==> config.mk <==
export PLATFORM = sky130hd
export DESIGN_NAME = writeback
export DESIGN_NICKNAME = d
export VERILOG_FILES = /design/src/rtl/writeback_pkg.sv /design/src/rtl/writeback_fifo.sv /design/src/rtl/writeback.sv
export SDC_FILE = /design/constraint.sdc
export NUM_CORES = 1
export LEC_CHECK = 0
export ABC_AREA = 1
export ABC_CLOCK_PERIOD_IN_PS = 3900
export CAP_MARGIN = 0
export CORE_MARGIN = 3
export CORE_UTILIZATION = 40
export CTS_CLUSTER_SIZE = 10
export DETAILED_ROUTE_END_ITERATION = 8
export PLACE_DENSITY = 0.66
export SLEW_MARGIN = 20
export SYNTH_ARGS = -nofsm -noshare
export SYNTH_HDL_FRONTEND = slang
export SYNTH_SLANG_ARGS = --single-unit
==> constraint.sdc <==
create_clock -name clk -period 3.9 [get_ports clk]
set_input_delay 0.78 -clock clk [delete_from_list [all_inputs] [get_ports clk]]
set_output_delay 0.78 -clock clk [all_outputs]
set_load 0.02 [all_outputs]
==> src/rtl/writeback_pkg.sv <==
// rtl/writeback_pkg.sv - instruction type codes, writeback FSM states and write-qualify helper
package writeback_pkg;

  localparam logic [4:0] RTYPE = 5'b00001;
  localparam logic [4:0] ITYPE = 5'b00010;
  localparam logic [4:0] STYPE = 5'b00100;
  localparam logic [4:0] UTYPE = 5'b01000;

  typedef enum logic [1:0] {
    WB_IDLE  = 2'd0,
    WB_PULSE = 2'd1,
    WB_GAP   = 2'd2
  } wb_state_e;

  // Stores, writes to x0 and unrecognised types travel the FIFO as nulls.
  function automatic logic wb_is_write(input logic [4:0] itype, input logic [4:0] rd);
    return ((itype == RTYPE) || (itype == ITYPE) || (itype == UTYPE)) && (rd != 5'd0);
  endfunction

endpackage

==> src/rtl/writeback_fifo.sv <==
// rtl/writeback_fifo.sv - power-of-two result FIFO with registered occupancy count
module writeback_fifo #(
  parameter int DEPTH = 2,
  parameter int W     = 38,
  parameter int CW    = $clog2(DEPTH + 1)
) (
  input  logic          clk,
  input  logic          reset,
  input  logic          push_i,
  input  logic          pop_i,
  input  logic [W-1:0]  wdata_i,
  output logic [W-1:0]  rdata_o,
  output logic          full_o,
  output logic          empty_o,
  output logic [CW-1:0] count_o
);

  localparam int PW = $clog2(DEPTH);

  logic [W-1:0]  mem_q [DEPTH];
  logic [PW-1:0] wr_ptr_q;
  logic [PW-1:0] rd_ptr_q;
  logic [CW-1:0] count_q;
  logic [CW-1:0] count_d;
  logic          push_ok;
  logic          pop_ok;

  assign full_o  = (count_q == CW'(DEPTH));
  assign empty_o = (count_q == '0);
  assign count_o = count_q;
  assign rdata_o = mem_q[rd_ptr_q];

  // A full FIFO still takes a push when the head leaves in the same cycle.
  assign push_ok = push_i && (!full_o || pop_i);
  assign pop_ok  = pop_i && !empty_o;

  always_comb begin
    count_d = count_q;
    case ({push_ok, pop_ok})
      2'b10:   count_d = count_q + 1'b1;
      2'b01:   count_d = count_q - 1'b1;
      default: count_d = count_q;
    endcase
  end

  always_ff @(posedge clk) begin
    if (push_ok) begin
      mem_q[wr_ptr_q] <= wdata_i;
    end
  end

  always_ff @(posedge clk or posedge reset) begin
    if (reset) begin
      wr_ptr_q <= '0;
      rd_ptr_q <= '0;
      count_q  <= '0;
    end else begin
      if (push_ok) wr_ptr_q <= wr_ptr_q + 1'b1;
      if (pop_ok)  rd_ptr_q <= rd_ptr_q + 1'b1;
      count_q <= count_d;
    end
  end

endmodule

==> src/rtl/writeback.sv <==
// rtl/writeback.sv - buffers execute results and drives the register-file write strobe and busy scoreboard
module writeback
  import writeback_pkg::*;
#(
  parameter int DEPTH = 2,
  parameter int XLEN  = 32
) (
  input  logic            clk,
  input  logic            reset,
  input  logic            res_valid_i,
  output logic            res_ready_o,
  input  logic [XLEN-1:0] res_data_i,
  input  logic [XLEN-1:0] pass_i,
  input  logic [4:0]      rd_i,
  input  logic [4:0]      itype_i,
  input  logic            issue_i,
  input  logic [4:0]      issue_rd_i,
  output logic [XLEN-1:0] wd_o,
  output logic [4:0]      wd_addr_o,
  output logic            wd_q_o,
  output logic [31:0]     busy_o
);

  localparam int EW = XLEN + 6;
  localparam int CW = $clog2(DEPTH + 1);

  wb_state_e       state_q;
  logic [XLEN-1:0] wd_q;
  logic [4:0]      wd_addr_q;
  logic            strobe_q;
  logic [31:0]     busy_q;
  logic [31:0]     busy_d;

  logic [XLEN-1:0] sel_data;
  logic [EW-1:0]   entry_in;
  logic [EW-1:0]   head;
  logic            head_null;
  logic [4:0]      head_rd;
  logic [XLEN-1:0] head_data;
  logic            fifo_full;
  logic            fifo_empty;
  logic [CW-1:0]   fifo_count_unused;
  logic            pass_unused;
  logic            push;
  logic            pop;
  logic [31:0]     set_mask;
  logic [31:0]     clr_mask;

  assign pass_unused = ^pass_i[XLEN-1:20];

  assign sel_data  = (itype_i == UTYPE) ? XLEN'({pass_i[19:0], 12'b0}) : res_data_i;
  assign entry_in  = {~wb_is_write(itype_i, rd_i), rd_i, sel_data};
  assign head_null = head[EW-1];
  assign head_rd   = head[XLEN +: 5];
  assign head_data = head[XLEN-1:0];

  assign res_ready_o = !fifo_full;
  assign push        = res_valid_i && res_ready_o;
  assign pop         = (state_q == WB_IDLE) && !fifo_empty;

  writeback_fifo #(
    .DEPTH (DEPTH),
    .W     (EW),
    .CW    (CW)
  ) u_fifo (
    .clk     (clk),
    .reset   (reset),
    .push_i  (push),
    .pop_i   (pop),
    .wdata_i (entry_in),
    .rdata_o (head),
    .full_o  (fifo_full),
    .empty_o (fifo_empty),
    .count_o (fifo_count_unused)
  );

  // Strobe is one cycle high, then address/data hold through GAP so decode can edge-capture.
  always_ff @(posedge clk or posedge reset) begin
    if (reset) begin
      state_q   <= WB_IDLE;
      wd_q      <= '0;
      wd_addr_q <= '0;
      strobe_q  <= 1'b0;
    end else begin
      case (state_q)
        WB_IDLE: begin
          strobe_q <= 1'b0;
          if (!fifo_empty && !head_null) begin
            wd_q      <= head_data;
            wd_addr_q <= head_rd;
            strobe_q  <= 1'b1;
            state_q   <= WB_PULSE;
          end
        end
        WB_PULSE: begin
          strobe_q <= 1'b0;
          state_q  <= WB_GAP;
        end
        default: begin
          strobe_q <= 1'b0;
          state_q  <= WB_IDLE;
        end
      endcase
    end
  end

  // A new issue to the register being retired wins: a younger write is now in flight.
  always_comb begin
    set_mask = '0;
    clr_mask = '0;
    if (issue_i && (issue_rd_i != 5'd0)) set_mask = 32'd1 << issue_rd_i;
    if (state_q == WB_PULSE)            clr_mask = 32'd1 << wd_addr_q;
    busy_d = ((busy_q & ~clr_mask) | set_mask) & ~32'd1;
  end

  always_ff @(posedge clk or posedge reset) begin
    if (reset) begin
      busy_q <= '0;
    end else begin
      busy_q <= busy_d;
    end
  end

  assign wd_o      = wd_q;
  assign wd_addr_o = wd_addr_q;
  assign wd_q_o    = strobe_q;
  assign busy_o    = busy_q;

endmodule

==> results.json <==
{
  "diodes": 0,
  "syn-cell-area_mm2": 0.006528,
  "ant_nets": 0,
  "drv_slew": 0,
  "startpoint_type": "flip-flop",
  "slowest_stage": "clkdlybuf4s50_1",
  "layout.nets": 926,
  "place_congestion": 0.8580,
  "yosysTopAreaCell": "edfxtp_1",
  "hold_slack_ps": 457.2,
  "crit_path_max_incr_delay_ps": 680,
  "place_area_mm2": 0.008119,
  "timing.fmax_ghz": 0.4030,
  "antenna_found_initial": 2,
  "pwr_density_cell_mw_per_mm2": 744.2,
  "area_growth_pct": 32.99,
  "maxSlewHeadroom_pct": 35.41,
  "clk_latency_ps": 420,
  "multi_input_area_mm2": 0.001858,
  "setup-tns-final_ps": 0,
  "finalInstanceArea_mm2": 0.008681,
  "drv_cap": 0,
  "fillCellCount": 1413,
  "hold_path_class": "reg -> reg",
  "vias": 4862,
  "grt_pass1_vias": 4851,
  "globalRouteOverflowTotal": 0,
  "status": "complete, no violations",
  "cts-root-buf": "clkbuf_16",
  "drt_iter0_drc": 224,
  "layout-drive-gt1-share_pct": 5.275,
  "ios": 154,
  "postLayoutCoreUtil_pct": 54.45,
  "start_util_pct": 40.94,
  "dp_hpwl_mm": 9.670,
  "clock_path_buffers": 2,
  "fin_cells": 1069,
  "clock_skew_ps": 8.415,
  "grt_pass1_wl_mm": 23.27,
  "wl_mm": 14.21,
  "synthCells": 707,
  "ir_worst_vdd_mv": 0.3705,
  "endpoint_kind": "output pin",
  "fin_crit_ps": 2482,
  "place_ws_ps": 1145,
  "grt_max_degree": 60,
  "port_buffers": 140,
  "setup_viol": 0,
  "seqCellArea_mm2": 0.004160,
  "postCtsSetupBuffers": 0,
  "clkSlewWorstSetupHoldPaths_ps": 60,
  "leakagePower_nw": 3.867,
  "ys_types": 23,
  "cts_buffers": 17,
  "cp_top_family": "buffers and inverters",
  "grt_use_total_pct": 16.62,
  "critPathKind": "reg -> out",
  "crit_chain": "clkdlybuf4s50_1",
  "worstPathArrival_ps": 1700,
  "crit_path_max_fanout": 12,
  "cts_sinks": 151,
  "crit_required_ps": 3120,
  "cts_tree": "built",
  "core_area_mm2": 0.01594,
  "first_pass_iters": 4,
  "yosysSeqAreaShare_pct": 63.71,
  "die_w_um": 133.7,
  "setup_slack_ps": 1418,
  "finalCritPeriodShare_pct": 63.63,
  "rows": 46,
  "dp.cells": 1039,
  "die_area_mm2": 0.01789,
  "die_h_um": 133.7,
  "cts_resized": 0,
  "syn_avg_cell_area_um2": 9.233,
  "avgRoutedWirePerCell_um": 13.29,
  "total_power_mw": 6.461,
  "vias_per_cell": 4.548,
  "tightest_slew_ps": 967.7,
  "synth_fp_nets": 791,
  "yosys_register_bits": 151,
  "synthTopCellsByArea": "edfxtp_1 35%, dfrtp_1 29%, nand2_1 14%",
  "yosysTopAreaCellShare_pct": 34.96,
  "drc_errors": 0,
  "postCtsHoldBufs": 0,
  "rsz0062_at_grt": "no",
  "critPathBufInv": 1,
  "h-tree-depth": 4,
  "hold_viol_final": 0,
  "yosysWarnings": 0
}
-- flip-flops by register name, summed over array words and instances (netlist names) --
register / flops
u_fifo.mem_q: 76
wd_o: 32
busy_o: 31
wd_addr_o: 5
state_q: 2
u_fifo.count_o: 2
u_fifo.rd_ptr_q: 1
u_fifo.wr_ptr_q: 1
wd_q_o: 1
-- cell type report --
type                       count  share of cell area (%)
inverter                      96                   4.165
multi-input combinational    427                   21.40
clock inverter                10                   1.211
tap                          216                   3.113
sequential                   151                   47.92
timing repair buffer         149                   16.92
clock buffer                  20                   5.261
-- cell usage after synthesis --
master,instances
nor2_1,26
clkinv_1,2
edfxtp_1,76
nand3_1,74
ha_1,1
nand4_1,2
o21a_1,1
nor3_1,5
buf_6,1
nand2_1,239
nor2_4,1
buf_4,4
o21ai_0,69
conb_1,1
xnor2_1,2
clkbuf_1,9
inv_1,94
dfrtp_1,75
xor2_1,1
buf_2,19
or2_2,1
nor2_2,2
a21oi_1,2
-- cell families after synthesis --
kind of cell,after synthesis,synth area share [%]
and+or+nand+nor,350,21.95
DFF,151,63.71
buffers and inverters,129,8.127
AOI/OAI and AO/OA,72,5.559
xor gates and xnor gates,3,0.4026
adders and majority gates,1,0.1917
other,1,0.05745
-- layer usage --
metal | vias up | track usage (%) | share of wire, %
li1 | 2516 | - | -
met1 | 2170 | 18.95 | 42
met2 | 149 | 27.79 | 48
met3 | 23 | 6.458 | 8.6
met4 | 4 | 7.314 | 1.5
met5 | - | 0 | 0.15
-- power breakdown --
group / internal [mW] / switching [mW]
Sequential: 2.22 / 0.309
Clock: 0.959 / 0.602
Combinational: 0.939 / 1.43
Total: 4.12 / 2.34
-- cell usage in the layout (no fill, tap or decap), types with 2 or more instances in the layout --
cell type        instances
a21oi_1                  2
buf_4                    9
bufinv_16                2
clkbuf_16               17
clkbuf_8                 2
clkdlybuf4s50_1        140
clkinv_1                 4
clkinv_2                 4
clkinvlp_4               3
dfrtp_1                 74
edfxtp_1                76
inv_1                   93
nand2_1                239
nand3_1                 73
nand4_1                  2
nor2_1                  24
nor2_2                   2
nor2_4                   3
nor3_1                   5
o21ai_0                 69
xnor2_1                  2
-- path summary, 6_finish.rpt --
path,start,endpoint,slack [ps],depth (start not counted)
worst max-delay path,wd_addr_o[2],wd_addr_o[2],1420,1
worst min-delay path,state_q[1],state_q[1],460,1
worst max register to register,state_q[1],wd_o[30],1640,8
min in group asynchronous,reset,busy_o[2],880,2
worst min register to register,state_q[1],state_q[1],460,1
max in group asynchronous,reset,busy_o[14],2270,3
(Power assumes the default switching activity.)
